`src/rtl/moving_sum_len_ctrl.sv`:
```
// moving_sum_len_ctrl: sequencing controller in front of moving_sum_complex.
// The sample stream passes through with zero latency. A requested window
// length is applied only at a clean boundary: the input packet has completed,
// every issued packet has left the sum, then a one-cycle clear and a settle
// period. warm reports that the window holds a full len samples.
module moving_sum_len_ctrl #(
    parameter int MAX_LEN       = 1023,
    parameter int WIDTH         = 16,
    parameter int DEFAULT_LEN   = 16,
    parameter int SETTLE_CYCLES = 4,
    parameter int OUTST_W       = 8,
    parameter int LEN_W         = $clog2(MAX_LEN + 1)
) (
    input  logic               clk,
    input  logic               reset,
    input  logic               clear,
    input  logic               set_stb,
    input  logic [LEN_W-1:0]   set_len,
    output logic               busy,
    input  logic [2*WIDTH-1:0] i_tdata,
    input  logic               i_tlast,
    input  logic               i_tvalid,
    output logic               i_tready,
    output logic [2*WIDTH-1:0] o_tdata,
    output logic               o_tlast,
    output logic               o_tvalid,
    input  logic               o_tready,
    input  logic               sum_tlast_hs,
    output logic [LEN_W-1:0]   ms_len,
    output logic               ms_clear,
    output logic               warm
);

    localparam logic [1:0] ST_PASS   = 2'd0;
    localparam logic [1:0] ST_FLUSH  = 2'd1;
    localparam logic [1:0] ST_SETTLE = 2'd2;

    localparam int SET_W = (SETTLE_CYCLES > 1) ? $clog2(SETTLE_CYCLES) : 1;
    localparam logic [SET_W-1:0] SETTLE_LAST   = SET_W'(SETTLE_CYCLES - 1);
    localparam logic [SET_W-1:0] SETTLE_ONE    = SET_W'(1);
    localparam logic [LEN_W-1:0] MAX_LEN_V     = LEN_W'(MAX_LEN);
    localparam logic [LEN_W:0]   MAX_LEN_X     = (LEN_W + 1)'(MAX_LEN);
    localparam logic [LEN_W-1:0] DEFAULT_LEN_V = LEN_W'(DEFAULT_LEN);
    localparam logic [LEN_W-1:0] LEN_ONE       = LEN_W'(1);
    localparam logic [OUTST_W-1:0] OUTST_ONE   = OUTST_W'(1);

    logic [1:0]         state;
    logic               pend;
    logic [LEN_W-1:0]   pend_len;
    logic [LEN_W-1:0]   set_len_clamped;
    logic               pkt_active;
    logic [OUTST_W-1:0] outstanding;
    logic [LEN_W-1:0]   fill;
    logic [LEN_W-1:0]   fill_next;
    logic [SET_W-1:0]   settle_cnt;
    logic               pass_en;
    logic               acc;
    logic               cnt_inc;
    logic               cnt_dec;

    // Stream gating: stall outside PASS and once an update waits at a packet boundary.
    always_comb begin
        pass_en  = (state == ST_PASS) && !(pend && !pkt_active);
        o_tdata  = i_tdata;
        o_tlast  = i_tlast;
        o_tvalid = i_tvalid && pass_en;
        i_tready = o_tready && pass_en;
        acc      = i_tvalid && i_tready;
        cnt_inc  = acc && i_tlast;
        cnt_dec  = sum_tlast_hs;
        busy     = pend || (state != ST_PASS);
    end

    // Requested length clamping and next window fill level.
    always_comb begin
        if (set_len == '0) begin
            set_len_clamped = LEN_ONE;
        end else if ({1'b0, set_len} > MAX_LEN_X) begin
            set_len_clamped = MAX_LEN_V;
        end else begin
            set_len_clamped = set_len;
        end

        if (state == ST_FLUSH) begin
            fill_next = '0;
        end else if (acc && (fill < ms_len)) begin
            fill_next = fill + LEN_ONE;
        end else begin
            fill_next = fill;
        end
    end

    // Update sequencing: PASS -> FLUSH (clear, new len) -> SETTLE -> PASS.
    // The strobe is handled after the state case so a strobe landing in FLUSH
    // becomes the next pending update instead of being lost.
    always_ff @(posedge clk) begin
        if (reset) begin
            state      <= ST_PASS;
            pend       <= 1'b0;
            pend_len   <= DEFAULT_LEN_V;
            ms_len     <= DEFAULT_LEN_V;
            ms_clear   <= 1'b0;
            settle_cnt <= '0;
        end else if (clear) begin
            state      <= ST_PASS;
            pend       <= 1'b0;
            ms_clear   <= 1'b1;
            settle_cnt <= '0;
        end else begin
            ms_clear <= 1'b0;
            case (state)
                ST_PASS: begin
                    if (pend && !pkt_active && (outstanding == '0)) begin
                        state <= ST_FLUSH;
                    end
                end
                ST_FLUSH: begin
                    ms_clear   <= 1'b1;
                    ms_len     <= pend_len;
                    pend       <= 1'b0;
                    settle_cnt <= '0;
                    state      <= ST_SETTLE;
                end
                ST_SETTLE: begin
                    if (settle_cnt == SETTLE_LAST) begin
                        state <= ST_PASS;
                    end else begin
                        settle_cnt <= settle_cnt + SETTLE_ONE;
                    end
                end
                default: state <= ST_PASS;
            endcase
            if (set_stb) begin
                pend     <= 1'b1;
                pend_len <= set_len_clamped;
            end
        end
    end

    // Packet boundary tracking and count of packets still inside the sum.
    always_ff @(posedge clk) begin
        if (reset || clear) begin
            pkt_active  <= 1'b0;
            outstanding <= '0;
        end else begin
            if (acc) begin
                pkt_active <= !i_tlast;
            end
            if (cnt_inc && !cnt_dec && (outstanding != '1)) begin
                outstanding <= outstanding + OUTST_ONE;
            end else if (cnt_dec && !cnt_inc && (outstanding != '0)) begin
                outstanding <= outstanding - OUTST_ONE;
            end
        end
    end

    // Window fill level and warm flag, both restarted by FLUSH and clear.
    always_ff @(posedge clk) begin
        if (reset || clear) begin
            fill <= '0;
            warm <= 1'b0;
        end else begin
            fill <= fill_next;
            warm <= (fill_next >= ms_len);
        end
    end

endmodule

```
`config.mk`:
```
export PLATFORM = sky130hd
export DESIGN_NAME = moving_sum_len_ctrl
export DESIGN_NICKNAME = d
export VERILOG_FILES = /design/src/rtl/moving_sum_len_ctrl.sv
export SDC_FILE = /design/constraint.sdc
export NUM_CORES = 1
export LEC_CHECK = 0
export BUFFER_PORTS_ARGS = -buffer_cell sky130_fd_sc_hd__buf_2
export CAP_MARGIN = 20
export CORE_MARGIN = 1.5
export CORE_UTILIZATION = 52
export DETAILED_ROUTE_END_ITERATION = 7
export PLACE_DENSITY = 0.8
export SLEW_MARGIN = 0
export SYNTH_ARGS = -nofsm -noshare
export SYNTH_HDL_FRONTEND = slang
export SYNTH_SLANG_ARGS = --single-unit
```
`constraint.sdc`:
```
create_clock -name clk -period 3.8 [get_ports clk]
set_clock_uncertainty 0.05 [all_clocks]
set_input_delay 0.76 -clock clk [delete_from_list [all_inputs] [get_ports clk]]
set_output_delay 0.76 -clock clk [all_outputs]
set_load 0.05 [all_outputs]
```
==> results.md <==
* Status: complete, no violations
* Mux cell area share after synthesis at 3.23%
* Largest family of logic cells by synthesized area: simple AND/OR/NAND/NOR gates
* FF-to-FF End: warm
* Clock H-tree levels at 2
* Final net count at 468
* Fmax achieved at 293 MHz
* Vias at 2,742
* Wirelength, routed at 6820 um
* Placed inst area at 3120 um^2
* Total gr overflow at 0
* Leading cell types in the layout, fill and taps excluded: nand2_1, dfxtp_1, a21oi_1, buf_2
* TNS Setup at 0 ns
* CP arrival at 3.56 ns
* Simple-Gate Fraction of Synth Area at 25.1%
* Crit-path cells: ha_1 > a211oi_1 > nor2_1 > or4_1 > buf_4 > or4_1 > a21oi_1 > ha_1 > a21oi_1 > o21ai_0 > a21boi_0 > a21oi_1
* Cells after Synth at 395
* Reg clk slew, reported paths at 0.10 ns
* N_diodes at 0
* Area contributors post-synth: dfxtp_1, ha_1, buf_4, nand2_1, a21oi_1
* Main flop type after synthesis: dfxtp_1
* Post-Synth XOR/XNOR Area at 1.12%
* Worst endpoint required time at 3.95 ns
* Max capacitance violation total at 0
* Worst vdd ir at 209 uV
* Largest net degree at the start of global routing at 24
* Num rows at 28
* CP Capture Point: warm
* IO Pins at 98
* Via-per-instance ratio at 5.88
* Synth Area in Compound Gates at 18.0%
* CP Launch Type: flip-flop
* Syn Area/Cell at 7.95 um^2
* Critical path's slowest cell: or4_1
* Vias in the first global route at 2,485
* CP Class: flip-flop to flip-flop
* Ys async rst share at 0%
* Die height at 80.7 um
* Syn Nets at 473
* Sequential share of the synthesized area at 29.3%
* CTS Hold Bufs at 0
* Min-delay worst type: flip-flop to flip-flop
* Routed WL per cell at 14.6 um
* DRT iter0 DRCs at 191
* DR DRC count at 0
* Postcts setup bufs at 0
* Tmin final at 3.41 ns
* Syn-to-layout area delta at 2.31%
* Design area at 3210 um^2
* First-pass GRT wire length at 11,400 um
* Most common cell after layout, fill and taps aside: nand2_1
* Worst slew margin at 36.9%
* Synth top area share at 29.3%
* Leak pwr at 0.00134 uW
* Slew Limit Fails at 0
* CP endpoint kind: flip-flop
* R2r startpoint: fill[7]
* R2R Setup Slk at 0.39 ns
* Initial Util at 53.4%
* Worst path max stage delay at 0.53 ns
* Final HPWL DP at 5190 um
* Clk sinks at 46
* FF-to-FF path depth at 12
* Die span in x at 80.7 um
* Gpl congestion at 0.936
* Endpoints failing setup at 0
* Root Driver: clkbuf_8
* Layout cells sized above 1 at 14.1%
* Yosys top cell by area: dfxtp_1
* Final core utilization at 54.6%
* Crit share post-route at 89.8%
* Synth Register Bits at 46
* Gr usage total at 22.2%
* Worst-Margin Slew at 0.921 ns
* Drt first pass iters at 4
* PwrDens at 347 nW/um^2
* Worst-path fanout max at 15
* CTS resizes at 0
* Synth Area in Adders at 11.4%
* Distinct cell type count after synthesis at 49
* RSZ-0062 raised after global routing: no
* Post-route ant nets at 0
* Die Area at 6520 um^2
* Worst-Skew Late Latency at 0.31 ns
* CTS Buf Count at 5
* Area of the core at 5890 um^2
* Initial antenna violation count at 0
* Clock tree buffer depth at 2
* CTS tree: built
* Number of I/O port buffers at 33
* Worst Setup SP: fill[7]
* Final hold violation count at 0
* Post-synth EDFFs at 0
* Mapped Area at 3140 um^2
* Most Frequent Cell on Critical Path: a21oi_1
* Yosys warns at 0
## critical path, delay by kind of cell, from the launching register on
kind,cells,cell delay [ns]
flops,1,0.45
compound gates,6,0.92
buf+inv,1,0.20
fa+ha+maj,2,0.55
simple gates,3,1.15
## Yosys cell counts (5+ instances only)
cell      number
o311ai_0       6
clkbuf_1      13
ha_1          27
mux2i_1        9
inv_1         15
a21oi_1       35
nand3_1        8
nand2b_1       8
nor2_1        27
a211oi_1       7
nand4_1        9
and3_1        10
or4_1          7
dfxtp_1       46
o21ai_0       19
buf_4         33
nor3_1         5
nor4_1         8
nand2_1       48
## worst min path at each step
stage,start,end,slack [ns],depth (start not counted)
5_1_grt,pend_len[6],ms_len[6],0.42,2
6_report,pkt_active,pkt_active,0.41,2
3_3_place_gp,pend_len[6],ms_len[6],0.39,2
4_1_cts,pend_len[3],ms_len[3],0.41,2
3_5_place_dp,pkt_active,pkt_active,0.40,2
2_1_floorplan,pkt_active,pkt_active,0.38,2
## area by class of cell
class | instances | area [um^2]
Tap cell | 75 | 93.8
Sequential cell | 46 | 921
Clock buffer | 5 | 68.8
Timing Repair Buffer | 37 | 195
Clock inverter | 3 | 25.0
Fill cell | 564 | 2670
Multi-Input combinational cell | 285 | 1850
Inverter | 15 | 56.3
## state kept, by name (all words and copies together), names as in the netlist
| signal | count |
|---|---|
| ms_len | 10 |
| ms_clear | 1 |
| pkt_active | 1 |
| state | 2 |
| pend_len | 10 |
| settle_cnt | 2 |
| fill | 10 |
| pend | 1 |
| outstanding | 8 |
| warm | 1 |
## kinds of logic after synthesis
group                      Yosys count
buffers and inverters               64
adders and majority gates           28
DFF                                 46
and+or+nand+nor                    151
xor gates and xnor gates             4
muxes                               10
AOI/OAI and AO/OA                   92
## metrics by stage
stage	setup WS, ns	instances	hold slack, ns	power [uW]
after global placement	0.505	458	0.390	803
after CTS	0.385	466	0.410	1120
after detailed placement	0.399	458	0.395	810
after global routing	0.151	466	0.420	1180
after floorplan	0.188	395	0.377	841
final	0.388	466	0.408	1120
## routing by layer
metal	routed length [um]	up-vias	share of wire, %	track usage [%]
met3	400	12	5.9	4.27
met5	0	-	0	0
met1	3200	1268	47	29.1
li1	-	1380	-	-
met2	3130	82	46	36.7
met4	86	0	1.3	7.59
## where the power goes
part,switching (uW),internal (uW)
Combinational,161,116
Clock,181,133
Sequential,22.0,503
Note: power is estimated with default switching activity, not from simulation.
